### src/rtl/lift_scan_if.sv
// Request/status bundle between button decode, motor/door drivers and lift_scan_ctrl.
// Requests are level or pulse: any bit high on a clock edge is latched, there is no back-pressure.
interface lift_scan_if #(
    parameter int NUM_FLOORS = 11,
    parameter int FLOOR_W    = 4
);
    logic [NUM_FLOORS-1:0] hall_req;
    logic [NUM_FLOORS-1:0] car_req;
    logic                  door_hold;
    logic [FLOOR_W-1:0]    curr_floor;
    logic [1:0]            motor_signal;
    logic                  door_open;
    logic                  dir_up;
    logic [NUM_FLOORS-1:0] pending;
    logic                  arrived;
    logic [1:0]            state_dbg;

    modport master (
        output hall_req, car_req, door_hold,
        input  curr_floor, motor_signal, door_open, dir_up, pending, arrived, state_dbg
    );

    modport slave (
        input  hall_req, car_req, door_hold,
        output curr_floor, motor_signal, door_open, dir_up, pending, arrived, state_dbg
    );
endinterface

### src/rtl/lift_scan_ctrl.sv
// Single-car LOOK elevator controller: merges hall/car calls into a pending vector,
// sweeps in one direction while calls remain ahead, and runs a door dwell state.
module lift_scan_ctrl #(
    parameter int NUM_FLOORS    = 11,
    parameter int FLOOR_W       = 4,
    parameter int TRAVEL_CYCLES = 2,
    parameter int DOOR_CYCLES   = 4
) (
    input  logic        clk,
    input  logic        rst,
    lift_scan_if.slave  bus
);
    typedef enum logic [1:0] {
        ST_IDLE = 2'd0,
        ST_MOVE = 2'd1,
        ST_DOOR = 2'd2
    } state_t;

    localparam int TCNT_W = (TRAVEL_CYCLES > 1) ? $clog2(TRAVEL_CYCLES) : 1;
    localparam int DCNT_W = (DOOR_CYCLES > 1) ? $clog2(DOOR_CYCLES) : 1;
    localparam logic [TCNT_W-1:0]  TRAVEL_LAST = TCNT_W'(TRAVEL_CYCLES - 1);
    localparam logic [DCNT_W-1:0]  DOOR_LAST   = DCNT_W'(DOOR_CYCLES - 1);
    localparam logic [FLOOR_W-1:0] LAST_FLOOR  = FLOOR_W'(NUM_FLOORS - 1);
    localparam logic [1:0] MOTOR_STOP = 2'b00;
    localparam logic [1:0] MOTOR_UP   = 2'b11;
    localparam logic [1:0] MOTOR_DOWN = 2'b10;

    state_t                state;
    logic [FLOOR_W-1:0]    curr_floor;
    logic [1:0]            motor_signal;
    logic                  door_open;
    logic                  dir_up;
    logic [NUM_FLOORS-1:0] pending;
    logic                  arrived;
    logic [TCNT_W-1:0]     travel_cnt;
    logic [DCNT_W-1:0]     dwell_cnt;

    logic [NUM_FLOORS-1:0] req_all;
    logic [NUM_FLOORS-1:0] above_mask;
    logic [NUM_FLOORS-1:0] below_mask;
    logic [NUM_FLOORS-1:0] curr_onehot;
    logic [NUM_FLOORS-1:0] next_onehot;
    logic [NUM_FLOORS-1:0] clear;
    logic [FLOOR_W-1:0]    next_floor;
    logic                  any_above;
    logic                  any_below;
    logic                  call_here;
    logic                  travel_done;
    logic                  stop_next;

    always_comb begin
        req_all     = pending | bus.hall_req | bus.car_req;
        next_floor  = dir_up ? (curr_floor + FLOOR_W'(1)) : (curr_floor - FLOOR_W'(1));
        above_mask  = '0;
        below_mask  = '0;
        curr_onehot = '0;
        next_onehot = '0;
        for (int i = 0; i < NUM_FLOORS; i++) begin
            above_mask[i]  = (FLOOR_W'(i) > curr_floor);
            below_mask[i]  = (FLOOR_W'(i) < curr_floor);
            curr_onehot[i] = (FLOOR_W'(i) == curr_floor);
            next_onehot[i] = (FLOOR_W'(i) == next_floor);
        end
        any_above   = |(req_all & above_mask);
        any_below   = |(req_all & below_mask);
        call_here   = |(req_all & curr_onehot);
        travel_done = (state == ST_MOVE) && (travel_cnt == TRAVEL_LAST);
        stop_next   = travel_done && |(req_all & next_onehot);
        // Calls for the floor whose door is open (or opening this edge) are absorbed, never latched.
        clear = '0;
        if (state == ST_DOOR || (state == ST_IDLE && call_here)) begin
            clear = curr_onehot;
        end else if (stop_next) begin
            clear = next_onehot;
        end
    end

    always_ff @(posedge clk) begin
        if (rst) begin
            state        <= ST_IDLE;
            curr_floor   <= '0;
            motor_signal <= MOTOR_STOP;
            door_open    <= 1'b0;
            dir_up       <= 1'b1;
            pending      <= '0;
            arrived      <= 1'b0;
            travel_cnt   <= '0;
            dwell_cnt    <= '0;
        end else begin
            pending <= req_all & ~clear;
            arrived <= 1'b0;
            case (state)
                ST_IDLE: begin
                    if (call_here) begin
                        state     <= ST_DOOR;
                        door_open <= 1'b1;
                        arrived   <= 1'b1;
                        dwell_cnt <= '0;
                    end else if (dir_up ? any_above : any_below) begin
                        state        <= ST_MOVE;
                        motor_signal <= dir_up ? MOTOR_UP : MOTOR_DOWN;
                        travel_cnt   <= '0;
                    end else if (dir_up ? any_below : any_above) begin
                        // LOOK reversal: nothing left ahead, sweep back the other way.
                        state        <= ST_MOVE;
                        dir_up       <= ~dir_up;
                        motor_signal <= dir_up ? MOTOR_DOWN : MOTOR_UP;
                        travel_cnt   <= '0;
                    end
                end
                ST_MOVE: begin
                    if (travel_done) begin
                        curr_floor <= next_floor;
                        travel_cnt <= '0;
                        if (stop_next) begin
                            state        <= ST_DOOR;
                            motor_signal <= MOTOR_STOP;
                            door_open    <= 1'b1;
                            arrived      <= 1'b1;
                            dwell_cnt    <= '0;
                        end
                    end else begin
                        travel_cnt <= travel_cnt + TCNT_W'(1);
                    end
                end
                ST_DOOR: begin
                    if (bus.door_hold) begin
                        dwell_cnt <= '0;
                    end else if (dwell_cnt == DOOR_LAST) begin
                        state     <= ST_IDLE;
                        door_open <= 1'b0;
                    end else begin
                        dwell_cnt <= dwell_cnt + DCNT_W'(1);
                    end
                end
                default: state <= ST_IDLE;
            endcase
        end
    end

    a_floor_range: assert property (@(posedge clk) disable iff (rst)
        curr_floor <= LAST_FLOOR);

    a_no_overrun: assert property (@(posedge clk) disable iff (rst)
        travel_done |-> (dir_up ? (curr_floor != LAST_FLOOR) : (curr_floor != '0)));

    assign bus.curr_floor   = curr_floor;
    assign bus.motor_signal = motor_signal;
    assign bus.door_open    = door_open;
    assign bus.dir_up       = dir_up;
    assign bus.pending      = pending;
    assign bus.arrived      = arrived;
    assign bus.state_dbg    = state;
endmodule

### src/flat_wrapper.sv
// flat-port wrapper written by rule: the top's interface ports become plain ports
module lift_scan_ctrl_flat 
#(
    parameter int NUM_FLOORS    = 11,
    parameter int FLOOR_W       = 4,
    parameter int TRAVEL_CYCLES = 2,
    parameter int DOOR_CYCLES   = 4
)
  (clk, rst, bus_hall_req, bus_car_req, bus_door_hold, bus_curr_floor, bus_motor_signal, bus_door_open, bus_dir_up, bus_pending, bus_arrived, bus_state_dbg);
  lift_scan_if #(.NUM_FLOORS(NUM_FLOORS), .FLOOR_W(FLOOR_W)) bus_i ();
  input  logic clk;
  input  logic rst;
  input wire logic [$bits(bus_i.hall_req)-1:0] bus_hall_req;
  input wire logic [$bits(bus_i.car_req)-1:0] bus_car_req;
  input wire logic [$bits(bus_i.door_hold)-1:0] bus_door_hold;
  output wire logic [$bits(bus_i.curr_floor)-1:0] bus_curr_floor;
  output wire logic [$bits(bus_i.motor_signal)-1:0] bus_motor_signal;
  output wire logic [$bits(bus_i.door_open)-1:0] bus_door_open;
  output wire logic [$bits(bus_i.dir_up)-1:0] bus_dir_up;
  output wire logic [$bits(bus_i.pending)-1:0] bus_pending;
  output wire logic [$bits(bus_i.arrived)-1:0] bus_arrived;
  output wire logic [$bits(bus_i.state_dbg)-1:0] bus_state_dbg;
  assign bus_i.hall_req = bus_hall_req;
  assign bus_i.car_req = bus_car_req;
  assign bus_i.door_hold = bus_door_hold;
  assign bus_curr_floor = bus_i.curr_floor;
  assign bus_motor_signal = bus_i.motor_signal;
  assign bus_door_open = bus_i.door_open;
  assign bus_dir_up = bus_i.dir_up;
  assign bus_pending = bus_i.pending;
  assign bus_arrived = bus_i.arrived;
  assign bus_state_dbg = bus_i.state_dbg;
  lift_scan_ctrl #(.NUM_FLOORS(NUM_FLOORS), .FLOOR_W(FLOOR_W), .TRAVEL_CYCLES(TRAVEL_CYCLES), .DOOR_CYCLES(DOOR_CYCLES)) u_core (.clk(clk), .rst(rst), .bus(bus_i));
endmodule
### config.mk
export PLATFORM = sky130hd
export DESIGN_NAME = lift_scan_ctrl_flat
export DESIGN_NICKNAME = d
export VERILOG_FILES = /design/src/rtl/lift_scan_if.sv /design/src/rtl/lift_scan_ctrl.sv /design/src/flat_wrapper.sv
export SDC_FILE = /design/constraint.sdc
export NUM_CORES = 1
export LEC_CHECK = 0
export ABC_CLOCK_PERIOD_IN_PS = 4400
export BUFFER_PORTS_ARGS = -buffer_cell sky130_fd_sc_hd__buf_2
export CORE_MARGIN = 10
export CORE_UTILIZATION = 57
export CTS_CLUSTER_SIZE = 20
export DETAILED_ROUTE_END_ITERATION = 10
export PLACE_DENSITY = 0.87
export SYNTH_ARGS = -nofsm -noshare
export SYNTH_HDL_FRONTEND = slang
export SYNTH_SLANG_ARGS = --single-unit
### constraint.sdc
create_clock -name clk -period 4.4 [get_ports clk]
set_clock_uncertainty 0.05 [all_clocks]
set_input_delay 0.66 -clock clk [delete_from_list [all_inputs] [get_ports clk]]
set_output_delay 0.66 -clock clk [all_outputs]
set_load 0.01 [all_outputs]
Yosys cells after proc, flatten, opt, wreduce, memory -nomap -nowiden
Cells that the tools add are included.
{"block": "word_totals", "word_cells": 138, "input_bits": 25, "out_inout_bits": 22, "ff_bits": 25}
{"block": "op_classes", "n_bitwise": 11, "add_sub_neg": 4, "order_cmp": 22, "n_reduce_logical": 20, "mux": 40, "n_eq_ne": 32}
{"cell": "$and A11 B11 Y11", "count": 5}
{"cell": "$reduce_or A11 Y1", "count": 4}
{"cell": "$eq A3 B4 Y1 const A", "count": 8}
{"cell": "$mux W2", "count": 15}
{"cell": "$eq A4 B4 Y1 const A", "count": 6}
{"cell": "$mux W11", "count": 2}
{"cell": "$or A11 B11 Y11", "count": 2}
{"cell": "$eq A2 B4 Y1 const A", "count": 4}
{"cell": "$gt A3 B4 Y1 const A", "count": 4}
{"cell": "$lt A3 B4 Y1 const A", "count": 4}
{"cell": "$mux W1", "count": 16}
{"cell": "$reduce_and A5 Y1", "count": 3}
{"cell": "$gt A4 B4 Y1 const A", "count": 3}
{"cell": "$lt A4 B4 Y1 const A", "count": 3}
{"cell": "$pmux W2 S3", "count": 2}
{"cell": "$not A11 Y11", "count": 1}
{"cell": "$eq A1 B4 Y1 const A", "count": 2}
{"cell": "$gt A1 B4 Y1 const A", "count": 2}
{"cell": "$gt A2 B4 Y1 const A", "count": 2}
{"cell": "$logic_not A4 Y1", "count": 2}
{"cell": "$lt A1 B4 Y1 const A", "count": 2}
{"cell": "$lt A2 B4 Y1 const A", "count": 2}
{"cell": "$ne A2 B1 Y1 const B", "count": 3}
{"cell": "$ne A2 B2 Y1 const B", "count": 3}
{"cell": "22 further kinds", "count": 29}

Longest topological paths before layout
Gate-level depths: netlist (run 1).
{"block": "logic_depth", "word_depth": 10, "depth_mapped": 11, "depth_no_buf": 9}

Worst setup path after synthesis (run 1)
No wires, ideal clock.
{"block": "synth_path", "path_type": "reg2reg", "startpoint": "register u_core.curr_floor[0] (netlist: u_core.bus.curr_floor[0])", "endpoint": "register u_core.dwell_cnt[0]", "synth_period_minus_slack_ps": 2880, "n_path_buf": 2, "stages_incl_launch_ff": 12, "path_slack_ps": 1520, "setup_ps": 60, "arrival_time_ps": 2770, "required_ps": 4290, "path_cell_list": "dfxtp_1 buf_2 clkinv_1 ha_1 xor2_2 mux2i_1 o221ai_1 a221oi_1 o32a_2 buf_6 a2111oi_2 a41o_1"}
{"block": "synth_between", "elab_chain_cells": 8, "word_cells_on_any_way": 33, "cone_classes": "add/sub (2); eq/ne (22); mux (1); bitwise (2); reduce/logical (6)"}
{"element": "from (decl)", "line_no": "lift_scan_ctrl.sv:29", "text": "logic [FLOOR_W-1:0] curr_floor;"}
{"element": "from (signal assigned)", "line_no": "lift_scan_ctrl.sv:113", "text": "curr_floor <= next_floor;"}
{"element": "$sub A4 B1 Y4 or $add A4 B1 Y4 (tied branches)", "line_no": "lift_scan_ctrl.sv:53", "text": "next_floor = dir_up ? (curr_floor + FLOOR_W'(1)) : (curr_floor - FLOOR_W'(1));"}
{"element": "$mux W4", "line_no": "lift_scan_ctrl.sv:53"}
{"element": "$eq A1 B4 Y1, or another cell as far along", "line_no": "lift_scan_ctrl.sv:62", "text": "next_onehot[i] = (FLOOR_W'(i) == next_floor);"}
{"element": "$and A11 B11 Y11", "line_no": "lift_scan_ctrl.sv:68", "text": "stop_next = travel_done && |(req_all & next_onehot);"}
{"element": "$reduce_or A11 Y1", "line_no": "lift_scan_ctrl.sv:68"}
{"element": "$logic_and A1 B1 Y1", "line_no": "lift_scan_ctrl.sv:68"}
{"element": "$ne A2 B1 Y1 (no source line)"}
{"element": "$reduce_and A5 Y1 (no source line) (*)"}
{"element": "to (signal assigned)", "line_no": "lift_scan_ctrl.sv:133", "text": "dwell_cnt <= dwell_cnt + DCNT_W'(1);"}
{"element": "to (decl)", "line_no": "lift_scan_ctrl.sv:36", "text": "logic [DCNT_W-1:0] dwell_cnt;"}
Every way passes the cells marked *; elsewhere a longest branch is shown, timed or not.
A chain may end at the register's enable or synchronous reset.

Worst setup path in the final report (run 1)
{"block": "layout_path", "startpoint": "register u_core.curr_floor[0] (netlist: u_core.bus.curr_floor[0])", "endpoint": "register u_core.pending[6] (netlist: u_core.bus.pending[6])"}
{"block": "layout_between", "elab_chain_cells": 10, "word_cells_on_any_way": 36, "cone_classes": "add/sub (2); eq/ne (20); mux (3); bitwise (4); reduce/logical (7)"}
{"element": "$sub A4 B1 Y4 or $add A4 B1 Y4 (tied branches)", "line_no": "lift_scan_ctrl.sv:53"}
{"element": "$mux W4", "line_no": "lift_scan_ctrl.sv:53"}
{"element": "$eq A1 B4 Y1, or another cell as far along", "line_no": "lift_scan_ctrl.sv:62"}
{"element": "$and A11 B11 Y11", "line_no": "lift_scan_ctrl.sv:68"}
{"element": "$reduce_or A11 Y1", "line_no": "lift_scan_ctrl.sv:68"}
{"element": "$logic_and A1 B1 Y1", "line_no": "lift_scan_ctrl.sv:68"}
{"element": "$mux W11", "line_no": "lift_scan_ctrl.sv:73", "text": "end else if (stop_next) begin"}
{"element": "$mux W11 (*)", "line_no": "lift_scan_ctrl.sv:71", "text": "if (state == ST_DOOR || (state == ST_IDLE && call_here)) begin"}
{"element": "$not A11 Y11 (*)", "line_no": "lift_scan_ctrl.sv:90", "text": "pending <= req_all & ~clear;"}
{"element": "$and A11 B11 Y11 (*)", "line_no": "lift_scan_ctrl.sv:90"}
{"element": "to (signal assigned)", "line_no": "lift_scan_ctrl.sv:90"}
{"element": "to (decl)", "line_no": "lift_scan_ctrl.sv:33", "text": "logic [NUM_FLOORS-1:0] pending;"}
Marks and branches as above.

==> flow_summary.ini, run 1 <==
[global_routing]
antenna_violations_before_repair = 0
first_pass_grt_wire_length_mm = 8.93
grtUsageTotal = 0.202
first_global_vias = 1820
grt_start_max_net_pins = 22
globalRouteOverflowTotal = 0

[yosys]
post_synth_num_cell_types = 58
postSynthRegisterBits = 25
synthesized_nets = 249
synth_top_flop_cell = sky130_fd_sc_hd__dfxtp_1
synth_seq_area_share = 0.284
yosys_warnings = 0
synth_enable_flop_cells = 0
avgSynthCellArea_um2 = 8.05
post_synth_inst_count = 219
synth_area_um2 = 1760
ys_async_sr_fraction = 0

[sta]
post_route_fraction_of_the_period_consumed_by_the_critical_path = 0.824
maxSlewViolCount = 0
final_hold_vio_count = 0
period_needed_ns = 3.63
timing.final.setup_violations = 0
rsz_0062_raised_after_global_routing = no
max-slew-margin-rel = 0.488
tightest_slew_ns = 0.767
peak_clock_frequency_supported_by_timing_ghz = 0.276
tns_ns = 0
timing.hold.ws_ns = 0.429

[layout]
drive_gt1_frac = 0.240
layout_net_count = 289
n_antenna_cell = 0
mostFrequentLayoutCells = sky130_fd_sc_hd__buf_2, sky130_fd_sc_hd__dfxtp_1, sky130_fd_sc_hd__nor2_1
layout_commonest_cell = sky130_fd_sc_hd__buf_2
syn2layout_area_growth_pct = 13.6

[power]
ir_worst_vdd_uv = 154
power.density_cell_area_nw_per_um2 = 236
power.total_uw = 472
static-leakage-power_uw = 0.000820

[clock_network]
cts_setup_buffers = 0
post_cts_resize_count = 0
holdBufCountCts = 0
cts-root-buf = sky130_fd_sc_hd__clkbuf_4
numClockSinks = 25
clock_latency_ns = 0.33
clk_pin_slew_ns = 0.14
cts_inserted_buffers = 3
clock_tree_from_tritoncts = built
cts.htree.levels = 1
clockBufferDepth = 2

[placed_design]
gpl.final_weighted_congestion = 1.04
port_buffers = 46
detailedPlacementHpwl_mm = 4.36

[critical_path]
critical-path-top-delay-family = compound AO/OA/AOI/OAI gates
worst-endpoint-arrival_ns = 3.77
r2r-end = u_core.bus.pending[6]$_SDFF_PP0_
critical_path_cell_count = 9
crit_path_end_kind = register
r2r_slack_ns = 0.77
worst_reg2reg_startpoint = u_core.bus.curr_floor[0]$_SDFFE_PP0P_
timing_worst_setup_path_type = reg -> reg
critical_path.max_stage_delay_ns = 0.65
critical_path.endpoint = u_core.bus.pending[6]$_SDFF_PP0_
crit_path_max_fanout = 15
timing.critical_path.from_type = register
setup.worst_path.start = u_core.bus.curr_floor[0]$_SDFFE_PP0P_
path_buf_inv = 1
path_cells = clkinv_1, ha_1, mux2i_1, xnor2_1, o21ai_0, a221oi_1, o32a_2, nor3_1, a2111oi_0
crit_path_top_delay_cell = sky130_fd_sc_hd__dfxtp_1
ff2ff_path_depth = 9
critPathRequiredTime_ns = 4.55

[routing]
drt_first_iter_violations = 258
detail_route.vias_per_cell = 6.76
postRouteAntennaNets = 0
route.detailed.drc = 0
wirelength_mm = 5.74
avgRoutedWirePerCell_um = 19.7
num_vias = 1968
firstDrtPassIters = 7

[floorplan]
io_pins = 47
chipWidth_um = 75.6
num_rows = 20
die-height_um = 75.6
floorplan.die_area_um2 = 5720
start_util = 0.587
coreArea_um2 = 3000

[outcome]
run_status = finished, final reports clean

[run]
max_cap_violations = 0

[worst_hold_path]
min_path_type = reg -> reg
## worst register-to-register path: cells and delay by family (launching register included)
| kind | cells | cell delay [ns] |
|---|---|---|
| DFF | 1 | 0.65 |
| muxes | 1 | 0.32 |
| buffers and inverters | 1 | 0.38 |
| adders and majority gates | 1 | 0.42 |
| xor gates and xnor gates | 1 | 0.28 |
| AOI/OAI and AO/OA | 4 | 1.27 |
| and+or+nand+nor | 1 | 0.14 |
## per-stage QoR
step	std cells	utilization	area [um^2]	setup slack (ns)
4_1_cts	291	0.667	2000	0.812
3_3_place_gp	287	0.658	1980	1.06
5_1_grt	291	0.667	2000	0.502
3_5_place_dp	287	0.658	1980	0.884
6_report	291	0.667	2000	0.773
2_1_floorplan	219	-	1760	1.52
## flip-flops by register name, indices dropped and copies added, names as in the netlist
| name | flops |
|---|---|
| u_core.bus.arrived | 1 |
| u_core.bus.state_dbg | 2 |
| u_core.travel_cnt | 1 |
| u_core.bus.door_open | 1 |
| u_core.bus.pending | 11 |
| u_core.dwell_cnt | 2 |
| u_core.bus.curr_floor | 4 |
| u_core.bus.dir_up | 1 |
| u_core.bus.motor_signal | 2 |
## layer usage
layer,routed length (um),GRT usage,up-vias
li1,-,-,916
met3,585,0.0430,13
met5,0,0,-
met4,102,0.0680,0
met2,2650,0.339,121
met1,2400,0.249,918
## power by group
group | switching, uW | internal (uW) | leakage [uW]
Clock | 71.4 | 35.6 | 0.0000150
Combinational | 63.7 | 46.0 | 0.000598
Sequential | 14.5 | 241 | 0.000207
## worst min-delay path by stage
| stage | cells past startpoint | endpoint | startpoint |
|---|---|---|---|
| 2_1_floorplan | 2 | u_core.dwell_cnt[1]$_SDFFE_PP0P_ | u_core.dwell_cnt[1]$_SDFFE_PP0P_ |
| 3_3_place_gp | 2 | u_core.bus.motor_signal[1]$_SDFFE_PP0P_ | u_core.bus.motor_signal[1]$_SDFFE_PP0P_ |
| 3_5_place_dp | 2 | u_core.dwell_cnt[1]$_SDFFE_PP0P_ | u_core.dwell_cnt[1]$_SDFFE_PP0P_ |
| 4_1_cts | 2 | u_core.dwell_cnt[1]$_SDFFE_PP0P_ | u_core.dwell_cnt[1]$_SDFFE_PP0P_ |
| 5_1_grt | 2 | u_core.dwell_cnt[1]$_SDFFE_PP0P_ | u_core.dwell_cnt[1]$_SDFFE_PP0P_ |
| 6_report | 2 | u_core.dwell_cnt[1]$_SDFFE_PP0P_ | u_core.dwell_cnt[1]$_SDFFE_PP0P_ |
## synthesized netlist by cell type (2+ instances only)
| master | n | area, um^2 |
|---|---|---|
| sky130_fd_sc_hd__nor4_1 | 2 | 12.5 |
| sky130_fd_sc_hd__a211o_1 | 2 | 17.5 |
| sky130_fd_sc_hd__nand2b_1 | 3 | 18.8 |
| sky130_fd_sc_hd__buf_2 | 3 | 15.0 |
| sky130_fd_sc_hd__or4_1 | 2 | 15.0 |
| sky130_fd_sc_hd__clkbuf_1 | 4 | 15.0 |
| sky130_fd_sc_hd__nand2_1 | 15 | 56.3 |
| sky130_fd_sc_hd__nand3_1 | 5 | 25.0 |
| sky130_fd_sc_hd__nor2b_1 | 2 | 12.5 |
| sky130_fd_sc_hd__a221oi_1 | 6 | 52.6 |
| sky130_fd_sc_hd__mux2i_1 | 2 | 20.0 |
| sky130_fd_sc_hd__a2111oi_0 | 4 | 35.0 |
| sky130_fd_sc_hd__o211ai_1 | 3 | 22.5 |
| sky130_fd_sc_hd__ha_1 | 5 | 62.6 |
| sky130_fd_sc_hd__or3b_2 | 2 | 17.5 |
| sky130_fd_sc_hd__nor2_1 | 22 | 82.6 |
| sky130_fd_sc_hd__o211a_1 | 2 | 20.0 |
| sky130_fd_sc_hd__a21oi_1 | 14 | 70.1 |
| sky130_fd_sc_hd__or3_1 | 10 | 62.6 |
| sky130_fd_sc_hd__o221ai_1 | 2 | 17.5 |
| sky130_fd_sc_hd__nand3b_1 | 3 | 22.5 |
| sky130_fd_sc_hd__o22ai_1 | 3 | 18.8 |
| sky130_fd_sc_hd__o21ai_0 | 10 | 50.1 |
| sky130_fd_sc_hd__inv_1 | 9 | 33.8 |
| sky130_fd_sc_hd__xnor2_1 | 5 | 43.8 |
| sky130_fd_sc_hd__nor3_1 | 17 | 85.1 |
| sky130_fd_sc_hd__a31oi_1 | 5 | 31.3 |
| sky130_fd_sc_hd__dfxtp_1 | 25 | 500 |
| sky130_fd_sc_hd__a2111oi_2 | 3 | 45.0 |
## layout make-up
| class | instances | area [um^2] |
|---|---|---|
| sequential | 25 | 500 |
| fill | 287 | 1000 |
| multi-input combinational | 173 | 1170 |
| tap | 33 | 41.3 |
| clock buffer | 4 | 26.3 |
| timing repair buffer | 46 | 230 |
| inverter | 10 | 37.5 |
## kinds of logic (layout without fill, tap and decap cells)
group	count (synthesis)	in the layout	synth area share
DFF	25	25	0.284
xor gates and xnor gates	7	7	0.0433
adders and majority gates	5	5	0.0355
and+or+nand+nor	88	88	0.260
muxes	3	3	0.0199
buffers and inverters	21	60	0.0539
AOI/OAI and AO/OA	70	70	0.304
(Power assumes the default switching activity.)
==> run 2: changes to the inputs <==
--- a/config.mk
+++ b/config.mk
@@ -5,13 +5,13 @@
 export SDC_FILE = /design/constraint.sdc
 export NUM_CORES = 1
 export LEC_CHECK = 0
-export ABC_CLOCK_PERIOD_IN_PS = 4400
+export ABC_CLOCK_PERIOD_IN_PS = 3000
 export BUFFER_PORTS_ARGS = -buffer_cell sky130_fd_sc_hd__buf_2
 export CORE_MARGIN = 10
-export CORE_UTILIZATION = 57
+export CORE_UTILIZATION = 47
 export CTS_CLUSTER_SIZE = 20
 export DETAILED_ROUTE_END_ITERATION = 10
-export PLACE_DENSITY = 0.87
+export PLACE_DENSITY = 0.77
 export SYNTH_ARGS = -nofsm -noshare
 export SYNTH_HDL_FRONTEND = slang
 export SYNTH_SLANG_ARGS = --single-unit
==> constraint.sdc (replaced) <==
create_clock -name clk -period 3 [get_ports clk]
set_clock_uncertainty 0.05 [all_clocks]
set_input_delay 0.45 -clock clk [delete_from_list [all_inputs] [get_ports clk]]
set_output_delay 0.45 -clock clk [all_outputs]
set_load 0.01 [all_outputs]
==> run 2 against run 1 <==
Against the previous run:
- clock power increased by 93%
- clock-buffer cell count decreased by 1
- power increased by 59%
- via count increased by 1.8%
- largest power group unchanged
- cell count increased by 13%
- hold slack got worse by 0.013 ns
- first-iteration DRC count increased by 3.1%
- flip-flop and latch count unchanged
==> flow_summary.ini, run 2 (synthesis gave the netlist of run 1 again) <==
[outcome]
run_status = finished, final reports clean

[clock_network]
cts_inserted_buffers = 3
cts_setup_buffers = 0
post_cts_resize_count = 0
clock_latency_ns = 0.27
clock_tree_from_tritoncts = built
holdBufCountCts = 0
cts.htree.levels = 1
cts-root-buf = sky130_fd_sc_hd__clkbuf_8
numClockSinks = 25
clk_pin_slew_ns = 0.09
clockBufferDepth = 2

[sta]
final_hold_vio_count = 0
peak_clock_frequency_supported_by_timing_ghz = 0.360
timing.final.setup_violations = 0
max-slew-margin-rel = 0.547
post_route_fraction_of_the_period_consumed_by_the_critical_path = 0.926
tns_ns = 0
maxSlewViolCount = 0
tightest_slew_ns = 0.674
period_needed_ns = 2.78
rsz_0062_raised_after_global_routing = no

[critical_path]
ff2ff_path_depth = 9
r2r_slack_ns = 0.22
timing_worst_setup_path_type = reg -> reg
crit_path_max_fanout = 8
crit_path_end_kind = register
worst-endpoint-arrival_ns = 2.95
worst_reg2reg_startpoint = u_core.bus.curr_floor[0]$_SDFFE_PP0P_
r2r-end = u_core.bus.motor_signal[0]$_SDFFE_PP0P_
critPathRequiredTime_ns = 3.18
timing.critical_path.from_type = register

[global_routing]
grt_start_max_net_pins = 21
antenna_violations_before_repair = 0
first_pass_grt_wire_length_mm = 9.43
first_global_vias = 1983
globalRouteOverflowTotal = 0
grtUsageTotal = 0.176

[layout]
reg.largest.list = u_core.bus.pending: 11 flops, u_core.bus.curr_floor: 4 flops
mostFrequentLayoutCells = sky130_fd_sc_hd__buf_2, sky130_fd_sc_hd__dfxtp_1, sky130_fd_sc_hd__nor2_1, sky130_fd_sc_hd__buf_4, sky130_fd_sc_hd__nor3_1
fin_area_um2 = 2210
syn2layout_area_growth_pct = 25.2
filler_cell_count = 369
layout_commonest_cell = sky130_fd_sc_hd__buf_2
layout_net_count = 311
drive_gt1_frac = 0.304
largest_register_by_flop_count = u_core.bus.pending
count_of_placed_standard_cells_in_the_final_layout_fillers_left_out = 328
largest_reg_flops = 11
n_antenna_cell = 0

[floorplan]
io_pins = 47
coreArea_um2 = 3630
floorplan.die_area_um2 = 6600
num_rows = 22
chipWidth_um = 81.2
die-height_um = 81.2
start_util = 0.485

[worst_hold_path]
min-delay-start = u_core.bus.motor_signal[1]$_SDFFE_PP0P_
worst_hold_path_depth = 2
min_path_type = reg -> reg
whs_endpoint = u_core.bus.motor_signal[1]$_SDFFE_PP0P_

[placed_design]
port_buffers = 46
total_cell_area_at_the_placement_stage_um2 = 2160
detailedPlacementHpwl_mm = 4.59
gpl.final_weighted_congestion = 0.993
placed_cells = 324

[run]
max_cap_violations = 0

[power]
static-leakage-power_uw = 0.000943
ir_worst_vdd_uv = 245
power.density_cell_area_nw_per_um2 = 339

[routing]
wirelength_mm = 5.95
route.detailed.drc = 0
avgRoutedWirePerCell_um = 18.1
firstDrtPassIters = 4
num_vias = 2003
drt_first_iter_violations = 266
postRouteAntennaNets = 0
detail_route.vias_per_cell = 6.11
==> run 2: area by class of cell <==
cell class	instances	area, um^2	area share
clock buffer	3	41.3	0.0187
timing repair buffer	68	395	0.179
inverter	10	37.5	0.0170
multi-input combinational	173	1170	0.529
clock inverter	1	5.00	0.00227
tap	48	60.1	0.0272
sequential	25	500	0.227
==> run 2: through the flow <==
| stage | total power, uW | setup slack [ns] | utilization | hold WS [ns] |
|---|---|---|---|---|
| floorplan | 476 | 0.120 | - | 0.397 |
| global placement | 547 | 0.286 | 0.595 | 0.391 |
| detailed placement | 548 | 0.281 | 0.595 | 0.405 |
| CTS | 752 | 0.248 | 0.607 | 0.421 |
| global route | 783 | 0.0139 | 0.607 | 0.458 |
| finish | 749 | 0.223 | 0.607 | 0.415 |
==> run 2: worst max path at each step <==
stage	from	to	slack [ns]
final	u_core.bus.curr_floor[0]$_SDFFE_PP0P_	u_core.bus.motor_signal[0]$_SDFFE_PP0P_	0.22
after global routing	u_core.bus.curr_floor[0]$_SDFFE_PP0P_	u_core.dwell_cnt[0]$_SDFFE_PP0P_	0.01
after CTS	u_core.bus.curr_floor[0]$_SDFFE_PP0P_	u_core.dwell_cnt[0]$_SDFFE_PP0P_	0.25
after detailed placement	bus_hall_req[5]	u_core.bus.pending[8]$_SDFF_PP0_	0.28
after global placement	u_core.bus.curr_floor[0]$_SDFFE_PP0P_	u_core.bus.pending[4]$_SDFF_PP0_	0.29
after floorplan	u_core.bus.curr_floor[0]$_SDFFE_PP0P_	u_core.dwell_cnt[0]$_SDFFE_PP0P_	0.12
==> run 2: critical path, stage by stage, from the launching register on <==
cell                        delay [ns]
sky130_fd_sc_hd__dfxtp_1          0.34
sky130_fd_sc_hd__buf_4            0.17
sky130_fd_sc_hd__ha_1             0.28
sky130_fd_sc_hd__or4_1            0.54
sky130_fd_sc_hd__o22ai_1          0.17
sky130_fd_sc_hd__a32oi_1          0.11
sky130_fd_sc_hd__a2111oi_2        0.46
sky130_fd_sc_hd__nor2_1           0.08
sky130_fd_sc_hd__nor4b_1          0.35
sky130_fd_sc_hd__o21a_1           0.18
==> run 2: report_power, final <==
part | leakage [uW] | internal [uW] | switching, uW | total, uW
clock network | 0.0000255 | 93.2 | 113 | 206
registers | 0.000207 | 353 | 19.4 | 372
logic | 0.000711 | 75.8 | 94.8 | 171
total | 0.000943 | 522 | 227 | 749
==> run 2: per-layer routing <==
layer,track usage,vias up,routed length [um]
li1,-,964,-
met1,0.211,927,2460
met2,0.303,99,2780
met3,0.0442,13,580
met4,0.0502,0,128
met5,0,-,0
==> run 3: changes to the inputs <==
--- a/config.mk
+++ b/config.mk
@@ -11,6 +11,7 @@
 export CORE_UTILIZATION = 47
 export CTS_CLUSTER_SIZE = 20
 export DETAILED_ROUTE_END_ITERATION = 10
+export GPL_TIMING_DRIVEN = 0
 export PLACE_DENSITY = 0.77
 export SYNTH_ARGS = -nofsm -noshare
 export SYNTH_HDL_FRONTEND = slang
==> run 3 against run 2 <==
Against the previous run:
- fmax down 1.2%
- critical path depth up 1
- clock power about the same
- largest power group unchanged
- largest cell class unchanged
- final area up 0.40%
==> flow_summary.ini, run 3 (synthesis gave the netlist of run 1 again) <==
[routing]
firstDrtPassIters = 5
wirelength_mm = 5.95
detail_route.vias_per_cell = 6.31
postRouteAntennaNets = 0
route.detailed.drc = 0
avgRoutedWirePerCell_um = 18.6
drt_first_iter_violations = 247
num_vias = 2014

[worst_hold_path]
min_path_type = reg -> reg
whs_endpoint = u_core.bus.motor_signal[1]$_SDFFE_PP0P_
worst_hold_path_depth = 2
min-delay-start = u_core.bus.motor_signal[1]$_SDFFE_PP0P_

[power]
power.total_uw = 757
power.density_cell_area_nw_per_um2 = 341
ir_worst_vdd_uv = 234
static-leakage-power_uw = 0.000910

[floorplan]
start_util = 0.485
io_pins = 47
num_rows = 22
coreArea_um2 = 3630
floorplan.die_area_um2 = 6600
die-height_um = 81.2
chipWidth_um = 81.2

[placed_design]
gpl.final_weighted_congestion = 0.986
port_buffers = 46
detailedPlacementHpwl_mm = 4.45

[clock_network]
holdBufCountCts = 0
clock_latency_ns = 0.27
clock_tree_from_tritoncts = built
cts-root-buf = sky130_fd_sc_hd__clkbuf_8
cts_inserted_buffers = 3
clk_pin_slew_ns = 0.09
clockBufferDepth = 2
cts.htree.levels = 1
numClockSinks = 25

[sta]
tightest_slew_ns = 0.721
timing.final.setup_violations = 0
maxSlewViolCount = 0
final_hold_vio_count = 0
post_route_fraction_of_the_period_consumed_by_the_critical_path = 0.937
rsz_0062_raised_after_global_routing = no
period_needed_ns = 2.81
tns_ns = 0
peak_clock_frequency_supported_by_timing_ghz = 0.356
max-slew-margin-rel = 0.515

[global_routing]
antenna_violations_before_repair = 0
grtUsageTotal = 0.178
first_pass_grt_wire_length_mm = 9.45
first_global_vias = 1875
grt_start_max_net_pins = 15
globalRouteOverflowTotal = 0

[critical_path]
crit_path_max_fanout = 10
critical_path.max_stage_delay_ns = 0.41
ff2ff_path_depth = 10
r2r-end = u_core.bus.pending[7]$_SDFF_PP0_
path_cells = buf_4, inv_4, ha_4, mux2i_2, xnor2_2, o221ai_1, a221oi_2, o32a_2, nor3_2, a2111oi_1
path_buf_inv = 2
timing.critical_path.from_type = register
critPathRequiredTime_ns = 3.11
r2r_slack_ns = 0.19
worst-endpoint-arrival_ns = 2.93
critical-path-top-delay-family = compound AO/OA/AOI/OAI gates
crit_path_top_delay_cell = sky130_fd_sc_hd__a2111oi_1
crit_path_end_kind = register
worst_reg2reg_startpoint = u_core.bus.curr_floor[0]$_SDFFE_PP0P_
timing_worst_setup_path_type = reg -> reg

[outcome]
run_status = finished, final reports clean

[layout]
layout_commonest_cell = sky130_fd_sc_hd__buf_2
largest_register_by_flop_count = u_core.bus.pending
regArea_um2 = 503
drive_gt1_frac = 0.314
layout_net_count = 302
reg.largest.list = u_core.bus.pending: 11 flops, u_core.bus.curr_floor: 4 flops
multi_input_combinational_cell_area_um2 = 1260
n_antenna_cell = 0
mostFrequentLayoutCells = sky130_fd_sc_hd__buf_2, sky130_fd_sc_hd__dfxtp_1, sky130_fd_sc_hd__nor2_1
largest_reg_flops = 11
filler_cell_count = 326
syn2layout_area_growth_pct = 25.7

[run]
max_cap_violations = 0
-- run 3: power breakdown --
part	internal, uW	switching (uW)
clock network	93.1	111
registers	353	16.5
logic	78.9	104
total	525	232
-- run 3: worst max-delay path by stage --
stage | startpoint | endpoint | depth (start not counted)
floorplan | u_core.bus.curr_floor[0]$_SDFFE_PP0P_ | u_core.dwell_cnt[0]$_SDFFE_PP0P_ | 11
global placement | u_core.bus.curr_floor[0]$_SDFFE_PP0P_ | u_core.bus.pending[1]$_SDFF_PP0_ | 10
detailed placement | u_core.bus.curr_floor[0]$_SDFFE_PP0P_ | u_core.bus.pending[6]$_SDFF_PP0_ | 10
CTS | u_core.bus.curr_floor[0]$_SDFFE_PP0P_ | u_core.bus.pending[8]$_SDFF_PP0_ | 10
global route | u_core.bus.curr_floor[1]$_SDFFE_PP0P_ | u_core.bus.motor_signal[0]$_SDFFE_PP0P_ | 9
finish | u_core.bus.curr_floor[0]$_SDFFE_PP0P_ | u_core.bus.pending[7]$_SDFF_PP0_ | 10
-- run 3: metal layers --
metal	vias up	GRT usage	share of wire
met5	-	0	0
met4	0	0.0484	0.025
met3	20	0.0419	0.11
met2	109	0.302	0.48
met1	933	0.221	0.39
li1	952	-	-
-- run 3: worst min-delay path, delay by kind of cell (launching register included) --
family | cells | cell delay, ns
flops | 1 | 0.32
simple gates | 1 | 0.05
compound gates | 1 | 0.05
-- run 3: through the flow --
step | hold WS (ns) | util | setup WS [ns] | cells | cell area (um^2)
final | 0.408 | 0.610 | 0.188 | 319 | 2220
after CTS | 0.413 | 0.594 | 0.0214 | 319 | 2160
after global routing | 0.445 | 0.610 | 0.00338 | 319 | 2220
after global placement | 0.391 | 0.565 | -0.598 | 313 | 2050
after floorplan | 0.397 | - | 0.120 | 219 | 1760
after detailed placement | 0.398 | 0.565 | -0.537 | 313 | 2050
-- run 3: what timing repair did --
item	4_1_cts	5_1_grt
gates cloned	0	0
setup endpoints to repair	21	15
pin swaps	0	0
buffers inserted	2	0
resized for setup	11	12
-- run 3: final cells by class --
class                      instances  area share
multi-input combinational        173       0.569
clock inverter                     1     0.00226
timing repair buffer              48       0.111
tap                               48      0.0271
inverter                          10      0.0181
sequential                        25       0.227
clock buffer                       3      0.0186
buffer                            11      0.0271
